<file path="config.mk">
export PLATFORM = sky130hd
export DESIGN_NAME = dds_cfg_axis
export DESIGN_NICKNAME = d
export VERILOG_FILES = /design/src/rtl/dds_cfg_axis.sv
export SDC_FILE = /design/constraint.sdc
export NUM_CORES = 1
export LEC_CHECK = 0
export ABC_AREA = 0
export ABC_CLOCK_PERIOD_IN_PS = 4340
export CAP_MARGIN = 15
export CORE_MARGIN = 8
export CORE_UTILIZATION = 53
export DETAILED_ROUTE_END_ITERATION = 12
export GPL_ROUTABILITY_DRIVEN = 0
export PLACE_DENSITY = 0.85
export REMOVE_ABC_BUFFERS = 1
export SLEW_MARGIN = 10
export SYNTH_ARGS = -nofsm -noshare
export SYNTH_HDL_FRONTEND = slang
export SYNTH_SLANG_ARGS = --single-unit
</file>
<file path="constraint.sdc">
create_clock -name clk -period 4.34 [get_ports clk]
set_input_delay 0.434 -clock clk [delete_from_list [all_inputs] [get_ports clk]]
set_output_delay 0.434 -clock clk [all_outputs]
set_load 0.005 [all_outputs]
</file>
<file path="src/rtl/dds_cfg_axis.sv">
// Purpose : forwards sweep-controller phase words (pinc/poff) to a DDS AXI-Stream
//           config port. A single-entry pending slot absorbs strobes while the DDS stalls.
// Latency : strobe in IDLE at cycle N -> tvalid at N+1; back-to-back words with no bubble.
// Backpressure: tdata held while tready=0. Newer strobes overwrite the pending slot (o_coalesced).
// Ports   : clk/rst (sync, active-high); i_pinc/i_poff/i_cfg_valid/i_running from the sweep
//           controller; m_axis_config_* to the DDS; o_busy/o_coalesced/o_timeout/o_sent_cnt status.
// Option  : `define DDS_CFG_RESYNC_EN to flag the first word after an i_running rise (tdata[32]).
module dds_cfg_axis #(
  parameter int TIMEOUT_CYCLES = 1024,
  parameter int CNT_W          = 16
) (
  input  logic             clk,
  input  logic             rst,
  input  logic [15:0]      i_pinc,
  input  logic [15:0]      i_poff,
  input  logic             i_cfg_valid,
  input  logic             i_running,
  output logic [39:0]      m_axis_config_tdata,
  output logic             m_axis_config_tvalid,
  input  logic             m_axis_config_tready,
  output logic             o_busy,
  output logic             o_coalesced,
  output logic             o_timeout,
  output logic [CNT_W-1:0] o_sent_cnt
);

  typedef enum logic {IDLE = 1'b0, SEND = 1'b1} state_t;

  // Counter just wide enough to hold TIMEOUT_CYCLES; it saturates there.
  localparam int STALL_W = (TIMEOUT_CYCLES > 0) ? $clog2(TIMEOUT_CYCLES + 1) : 1;
  localparam logic [STALL_W-1:0] STALL_MAX = STALL_W'(TIMEOUT_CYCLES);

  state_t             state_q, state_d;
  logic [39:0]        tdata_q, tdata_d;
  logic               pend_q, pend_d;
  logic [31:0]        pend_dat_q, pend_dat_d;
  logic               coal_q, coal_d;
  logic               timeout_q, timeout_d;
  logic [CNT_W-1:0]   cnt_q, cnt_d;
  logic [STALL_W-1:0] stall_q, stall_d;
  logic               hs;
  logic               new_rs;     // resync bit for a word captured from the inputs this cycle
  logic               pend_rs_q;  // resync bit travelling with the pending word
  logic [39:0]        new_word;

  assign hs       = (state_q == SEND) && m_axis_config_tready;
  assign new_word = {7'b0, new_rs, i_poff, i_pinc};

  // FSM: state register
  always_ff @(posedge clk) begin
    if (rst) state_q <= IDLE;
    else     state_q <= state_d;
  end

  // FSM: next state. Only a handshake with nothing left to send returns to IDLE.
  always_comb begin
    state_d = state_q;
    if (state_q == IDLE) begin
      if (i_cfg_valid) state_d = SEND;
    end else begin
      if (hs && !i_cfg_valid && !pend_q) state_d = IDLE;
    end
  end

  // FSM: outputs
  always_comb begin
    m_axis_config_tvalid = (state_q == SEND);
  end

  // Datapath, counters and watchdog
  always_comb begin
    tdata_d    = tdata_q;
    pend_d     = pend_q;
    pend_dat_d = pend_dat_q;
    coal_d     = 1'b0;
    cnt_d      = cnt_q;
    if (state_q == IDLE) begin
      if (i_cfg_valid) tdata_d = new_word;
    end else if (hs) begin
      cnt_d = cnt_q + CNT_W'(1);
      if (i_cfg_valid) begin
        // The fresh strobe wins over the older pending word.
        tdata_d = new_word;
        pend_d  = 1'b0;
        coal_d  = pend_q;
      end else if (pend_q) begin
        tdata_d = {7'b0, pend_rs_q, pend_dat_q};
        pend_d  = 1'b0;
      end
    end else if (i_cfg_valid) begin
      // Stalled: tdata must not move, so park the word in the pending slot.
      pend_dat_d = {i_poff, i_pinc};
      pend_d     = 1'b1;
      coal_d     = pend_q;
    end

    stall_d = '0;
    if ((state_q == SEND) && !hs)
      stall_d = (stall_q == STALL_MAX) ? stall_q : stall_q + STALL_W'(1);
    timeout_d = timeout_q | ((TIMEOUT_CYCLES != 0) && (stall_d == STALL_MAX));
  end

  always_ff @(posedge clk) begin
    if (rst) begin
      tdata_q    <= '0;
      pend_q     <= 1'b0;
      pend_dat_q <= '0;
      coal_q     <= 1'b0;
      timeout_q  <= 1'b0;
      cnt_q      <= '0;
      stall_q    <= '0;
    end else begin
      tdata_q    <= tdata_d;
      pend_q     <= pend_d;
      pend_dat_q <= pend_dat_d;
      coal_q     <= coal_d;
      timeout_q  <= timeout_d;
      cnt_q      <= cnt_d;
      stall_q    <= stall_d;
    end
  end

`ifdef DDS_CFG_RESYNC_EN
  logic running_q, resync_req_q, resync_req_d, pend_rs_d, rise;

  // A rise coinciding with a capture goes straight into the word; any capture
  // consumes the request. A coalesced/replaced pending word keeps its flag so
  // the resync is never lost.
  always_comb begin
    rise         = i_running & ~running_q;
    new_rs       = resync_req_q | rise | (pend_q & pend_rs_q);
    resync_req_d = i_cfg_valid ? 1'b0 : (resync_req_q | rise);
    pend_rs_d    = ((state_q == SEND) && !hs && i_cfg_valid) ? new_rs : pend_rs_q;
  end

  always_ff @(posedge clk) begin
    if (rst) begin
      running_q    <= 1'b0;
      resync_req_q <= 1'b0;
      pend_rs_q    <= 1'b0;
    end else begin
      running_q    <= i_running;
      resync_req_q <= resync_req_d;
      pend_rs_q    <= pend_rs_d;
    end
  end
`else
  logic unused_running;
  assign unused_running = i_running;
  assign new_rs         = 1'b0;
  assign pend_rs_q      = 1'b0;
`endif

  assign m_axis_config_tdata = tdata_q;
  assign o_busy              = m_axis_config_tvalid | pend_q;
  assign o_coalesced         = coal_q;
  assign o_timeout           = timeout_q;
  assign o_sent_cnt          = cnt_q;

endmodule
</file>
### After elaboration in Yosys (flattened, before gate mapping)

Cells that the tools add are included.

* input bits: 37
* word-level logic and storage cells: 45
* flip-flop bits (word level): 103

* multiplexer cells: 12
* reductions and logical operators: 14
* add/subtract/negate cells: 2
* bitwise logic cells: 5
* equal/unequal tests: 4

Operator list (number)
* 2-to-1 mux 40 bit: 5
* == test 11 bit (second input constant): 2
* 2-to-1 mux 11 bit: 2
* adder 16 x 1 -> 16 bit (second input constant): 1
* adder 11 x 1 -> 11 bit (second input constant): 1
* AND reduction 3 bit: 2
* 2-to-1 mux 1 bit: 5
* logical AND 1 bit: 4
* AND reduction 2 bit: 2
* nonzero test 2 bit: 2
* logical NOT 1 bit: 3
* inequality test 3 bit (second input constant): 1
* inverter 1 bit: 3
* OR reduction 3 bit: 1
* inequality test 2 x 1 -> 1 bit (second input constant): 1
* bitwise OR 1 bit: 2

### Depth between registers and ports, before layout

* word-level depth: 6
* depth in mapped cells: 7

### Worst setup path before layout

OpenSTA, ideal clock, no wires.

* path kind: register to register
* from: register stall_q[0]
* to: register timeout_q (netlist: o_timeout)
* arrival time: 1.626 ns
* library setup time: 0.084 ns
* path buffers: 0
* setup slack: 2.629 ns
* period minus slack after synthesis: 1.711 ns
* cell stages (with the launch flop): 8
* cells stage by stage: dfxtp_1 > inv_1 > ha_1 > nor4b_1 > a311o_1 > o31ai_1 > o2111ai_1 > o31ai_2

* word-level cells in the longest chain between the ends: 5
* elaborated cells between the ends (all ways): 6
* those cells by class: 1 x add/sub; 2 x eq/ne; 2 x mux; 1 x bitwise

Ends and longest elaborated chain
* from (decl): line 40 `logic [STALL_W-1:0] stall_q, stall_d;`
* from (signal assigned): line 119 `stall_q <= stall_d;`
* adder 11 x 1 -> 11 bit / == test 11 bit (equally long branches): line 99 `stall_d = (stall_q == STALL_MAX) ? stall_q : stall_q + STALL_W'(1);`
* 2-to-1 mux 11 bit *: line 99
* 2-to-1 mux 11 bit *: line 98 `if ((state_q == SEND) && !hs)`
* == test 11 bit *: line 100 `timeout_d = timeout_q | ((TIMEOUT_CYCLES != 0) && (stall_d == STALL_MAX));`
* bitwise OR 1 bit *: line 100
* to (signal assigned): line 117 `timeout_q <= timeout_d;`
* to (decl): line 38 `logic timeout_q, timeout_d;`

Every way passes the cells marked *; elsewhere a longest branch is shown, timed or not.
A chain may end at the register's enable or synchronous reset.

### Worst setup path in the final report

* from: input port m_axis_config_tready
* to: register tdata_q[16] (netlist: m_axis_config_tdata[16])

* word-level cells in the longest chain between the ends: 3
* elaborated cells between the ends (all ways): 4
* those cells by class: 2 x eq/ne; 2 x reduce/logical

Ends and longest elaborated chain
* from (decl): line 20 `input logic m_axis_config_tready,`
* logical AND 1 bit *: line 46 `assign hs = (state_q == SEND) && m_axis_config_tready;`
* inequality test 3 bit (no line) / inequality test 2 x 1 -> 1 bit (equally long branches)
* AND reduction 3 bit (no line) *
* to (signal assigned): line 113 `tdata_q <= tdata_d;`
* to (decl): line 34 `logic [39:0] tdata_q, tdata_d;`

Marked as above.

==> qor.tcl <==
set qor(design.portCount) 97
set qor(critical_path.cell_chain) {clkdlybuf4s50_1, nor2b_1, nor2_4, buf_4, nor2_1, a211oi_1}
set qor(totalNegativeSetupSlack_ps) 0
set qor(cts-root-to-sink-buffers) 2
set qor(ctsResizeCount) 0
set qor(setup_viol) 0
set qor(report.final.hold_viol_count) 0
set qor(path_class) {input pin to flop}
set qor(drt_pass1_iterations) 4
set qor(status) {finished, final reports clean}
set qor(wl_cell_um) 14.40
set qor(power_report.internal_total_mw) 1.344
set qor(clock_slew_at_reported_path_ffs_ps) 90
set qor(grt_start_max_net_pins) 48
set qor(ys_seq_elements) 95
set qor(n_antenna_cell) 0
set qor(grt_pass1_vias) 3288
set qor(route.vias.total) 3307
set qor(post_synth.cell_area_avg_um2) 8.674
set qor(syn-instance-count) 458
set qor(area_growth_pct) 27.56
set qor(slowest_stage) {sky130_fd_sc_hd__nor2_4}
set qor(start_kind) {input pin}
set qor(slew_headroom_pct) 28.74
set qor(postCtsHoldBufs) 0
set qor(final.setup_skew_ps) 10.42
set qor(nNetsFinal) 570
set qor(drv_slew) 0
set qor(grt_setup_unrepaired) {false}
set qor(postCtsSetupBuffers) 0
set qor(worstMarginPinSlew_ps) 1069
set qor(cts_buffers) 9
set qor(tritoncts) {done}
set qor(clock_tree.htree_level_count) 3
set qor(seq_power_share_pct) 52.9
set qor(via_per_inst) 5.216
set qor(first_pass_grt_wire_length_mm) 15.35
set qor(drv.max_cap_violation_count) 0
set qor(clk-insertion-delay-late_ps) 330
set qor(worst-endpoint-arrival_ps) 2580
set qor(track_usage_pct) 17.98
set qor(timing.critical_path.to_type) {flop}
set qor(static_leakage_nw) 1.932
set qor(final.period_utilization_pct) 53.90
set qor(dp_hpwl_mm) 6.417
set qor(syn-cell-area_um2) 3973
set qor(fp.dieH_um) 102.6
set qor(layout.filler_cells) 594
set qor(crit_path_max_fanout) 40
set qor(drtAntennaViolNets) 0
set qor(net-switching-power_mw) 0.4100
set qor(max-vdd-ir-drop_uv) 207.9
set qor(initial_utilization_pct) 54.77
set qor(pwr-share-comb_pct) 12.0
set qor(synth_sequential_area_ratio_pct) 47.87
set qor(overflow) 0
set qor(hold_path_depth) 2
set qor(synthesis.yosys.warnings) 0
set qor(fp.dieArea_um2) 10520
set qor(rows) 31
set qor(cp_data_required_time_ps) 4580
set qor(final_period_minus_worst_setup_slack_ps) 2339
set qor(detailedRoute.firstIterationViolations) 120
set qor(achievable-frequency_mhz) 427.5
set qor(holdCritPathClass) {flop to flop}
set qor(power.share.clock_pct) 35.2
set qor(core-area_um2) 7253
set qor(cp_slowest_stage_delay_ps) 690
set qor(power_total_mw) 1.754
set qor(antenna_found_initial) 0
set qor(wirelength_mm) 9.129
set qor(root_buffer) {sky130_fd_sc_hd__clkbuf_8}
set qor(chipWidth_um) 102.6
set qor(final_layout_size_suffix_gt1_share_pct) 5.607
set qor(swShare_pct) 23.38
set qor(power_density_nw_per_um2) 346.1
set qor(detail_route.drc_violations) 0
set qor(yosys.cell_types.count) 39
set qor(rr_worst_depth) 5
set qor(portBuffers) 87
set qor(sinks_on_clock_net) 95
[power by group through the flow]
stage          clock network, mW  logic [mW]  registers, mW
6_report                   0.617       0.210          0.927
5_1_grt                    0.667       0.231          0.933
4_1_cts                    0.627       0.212          0.927
2_1_floorplan                  0      0.0850          0.947
3_5_place_dp                   0       0.211          0.947
3_3_place_gp                   0       0.205          0.946
[kinds of logic after synthesis]
logic type / after synthesis / share of synthesized area [%]
AND/OR/NAND/NOR: 183 / 20.00
flip-flops: 95 / 47.87
AO/OA/AOI/OAI: 80 / 13.10
buffers and inverters: 41 / 4.850
multiplexers: 32 / 8.063
XOR/XNOR: 23 / 5.071
adder cells (fa/ha/maj): 3 / 0.9450
other: 1 / 0.09440
[registers in the layout, summed over array words and instances (netlist names)]
name and count:
m_axis_config_tdata 32, m_axis_config_tvalid 1, o_coalesced 1, o_sent_cnt 16, o_timeout 1, pend_dat_q 32, pend_q 1, stall_q 11
[cells in the mapped netlist (all sizes together)]
cell type  instances  area [um^2]
or4                1        11.26
nor2b              1        6.260
nand4              7        50.05
and2               2        12.51
nor4               2        12.51
conb               1        3.750
and4               1        8.760
nand3             10        50.05
o21ba              1        10.01
o31ai              3        27.52
xnor2             10        87.58
a21oi             39        198.9
or2                2        12.51
xor2              13        113.9
nor3               5        25.02
clkbuf            20        75.07
o31a               1        10.01
dfxtp             95         1902
a31oi              1        6.260
nand2b             5        31.28
o2111ai            1        8.760
buf               17        102.6
and4b              1        10.01
and3               1        6.260
ha                 3        37.54
a211oi            32        240.2
a41oi              1        8.760
mux2i             32        320.3
nand2             77        289.0
or2b               1        7.510
inv                4        15.01
a311o              1        10.01
nor2              65        244.0
nor4b              2        17.52
[per-layer routing]
metal	up-vias	wire length, um	global-route usage [%]
met1	1532	4015	21.35
met4	0	96	5.756
met2	73	4625	31.92
met5	-	0	0
met3	9	391	3.241
li1	1693	-	-
[final cells by class]
type                       count  area [um^2]  area share (%)
tap                           99        123.9           2.444
clock buffer                  10        127.6           2.519
sequential                    95         1902           37.53
clock inverter                 6        85.08           1.679
inverter                       4        15.01          0.2963
timing repair buffer          91        899.6           17.75
multi-input combinational    329         1914           37.78
[per-stage QoR]
stage | utilization (%) | cells | hold WS, ps | setup WS (ps) | instance area, um^2
3_5_place_dp | 66.78 | 617 | 445.6 | 1686 | 4843
4_1_cts | 69.71 | 633 | 457.4 | 1990 | 5056
3_3_place_gp | 66.78 | 617 | 440.5 | 1752 | 4843
2_1_floorplan | - | 428 | 429.6 | 1376 | 3821
5_1_grt | 69.86 | 634 | 478.0 | 1794 | 5067
6_report | 69.86 | 634 | 456.9 | 2001 | 5067
[layout by cell type (no fill, tap or decap), drive strengths merged, types with 2 or more instances in the layout]
master         instances
ha                     3
or2                    2
conb                   8
bufinv                 2
a21oi                 39
nor4                   2
clkbuf                10
and2                   2
mux2i                 32
nor3                   5
nor2                  65
nand3                 10
nand4                  7
nand2                 77
a211oi                32
o31ai                  3
clkinv                 2
clkinvlp               2
clkdlybuf4s50         86
xnor2                 10
buf                    5
nand2b                 5
xor2                  13
nor4b                  2
dfxtp                 95
inv                    4
[critical path: cells and delay by family]
family | cells | cell delay (ps)
compound gates | 1 | 230
simple gates | 3 | 930
buf+inv | 2 | 970
[final timing paths]
path | to | slack (ps) | start
worst min register to register | pend_dat_q[11] | 460 | pend_dat_q[11]
worst max-delay path | m_axis_config_tdata[16] | 2000 | m_axis_config_tready
worst min-delay path | pend_dat_q[11] | 460 | pend_dat_q[11]
worst max register to register | m_axis_config_tdata[16] | 2120 | m_axis_config_tvalid
Power figures use the tool's default switching activity.
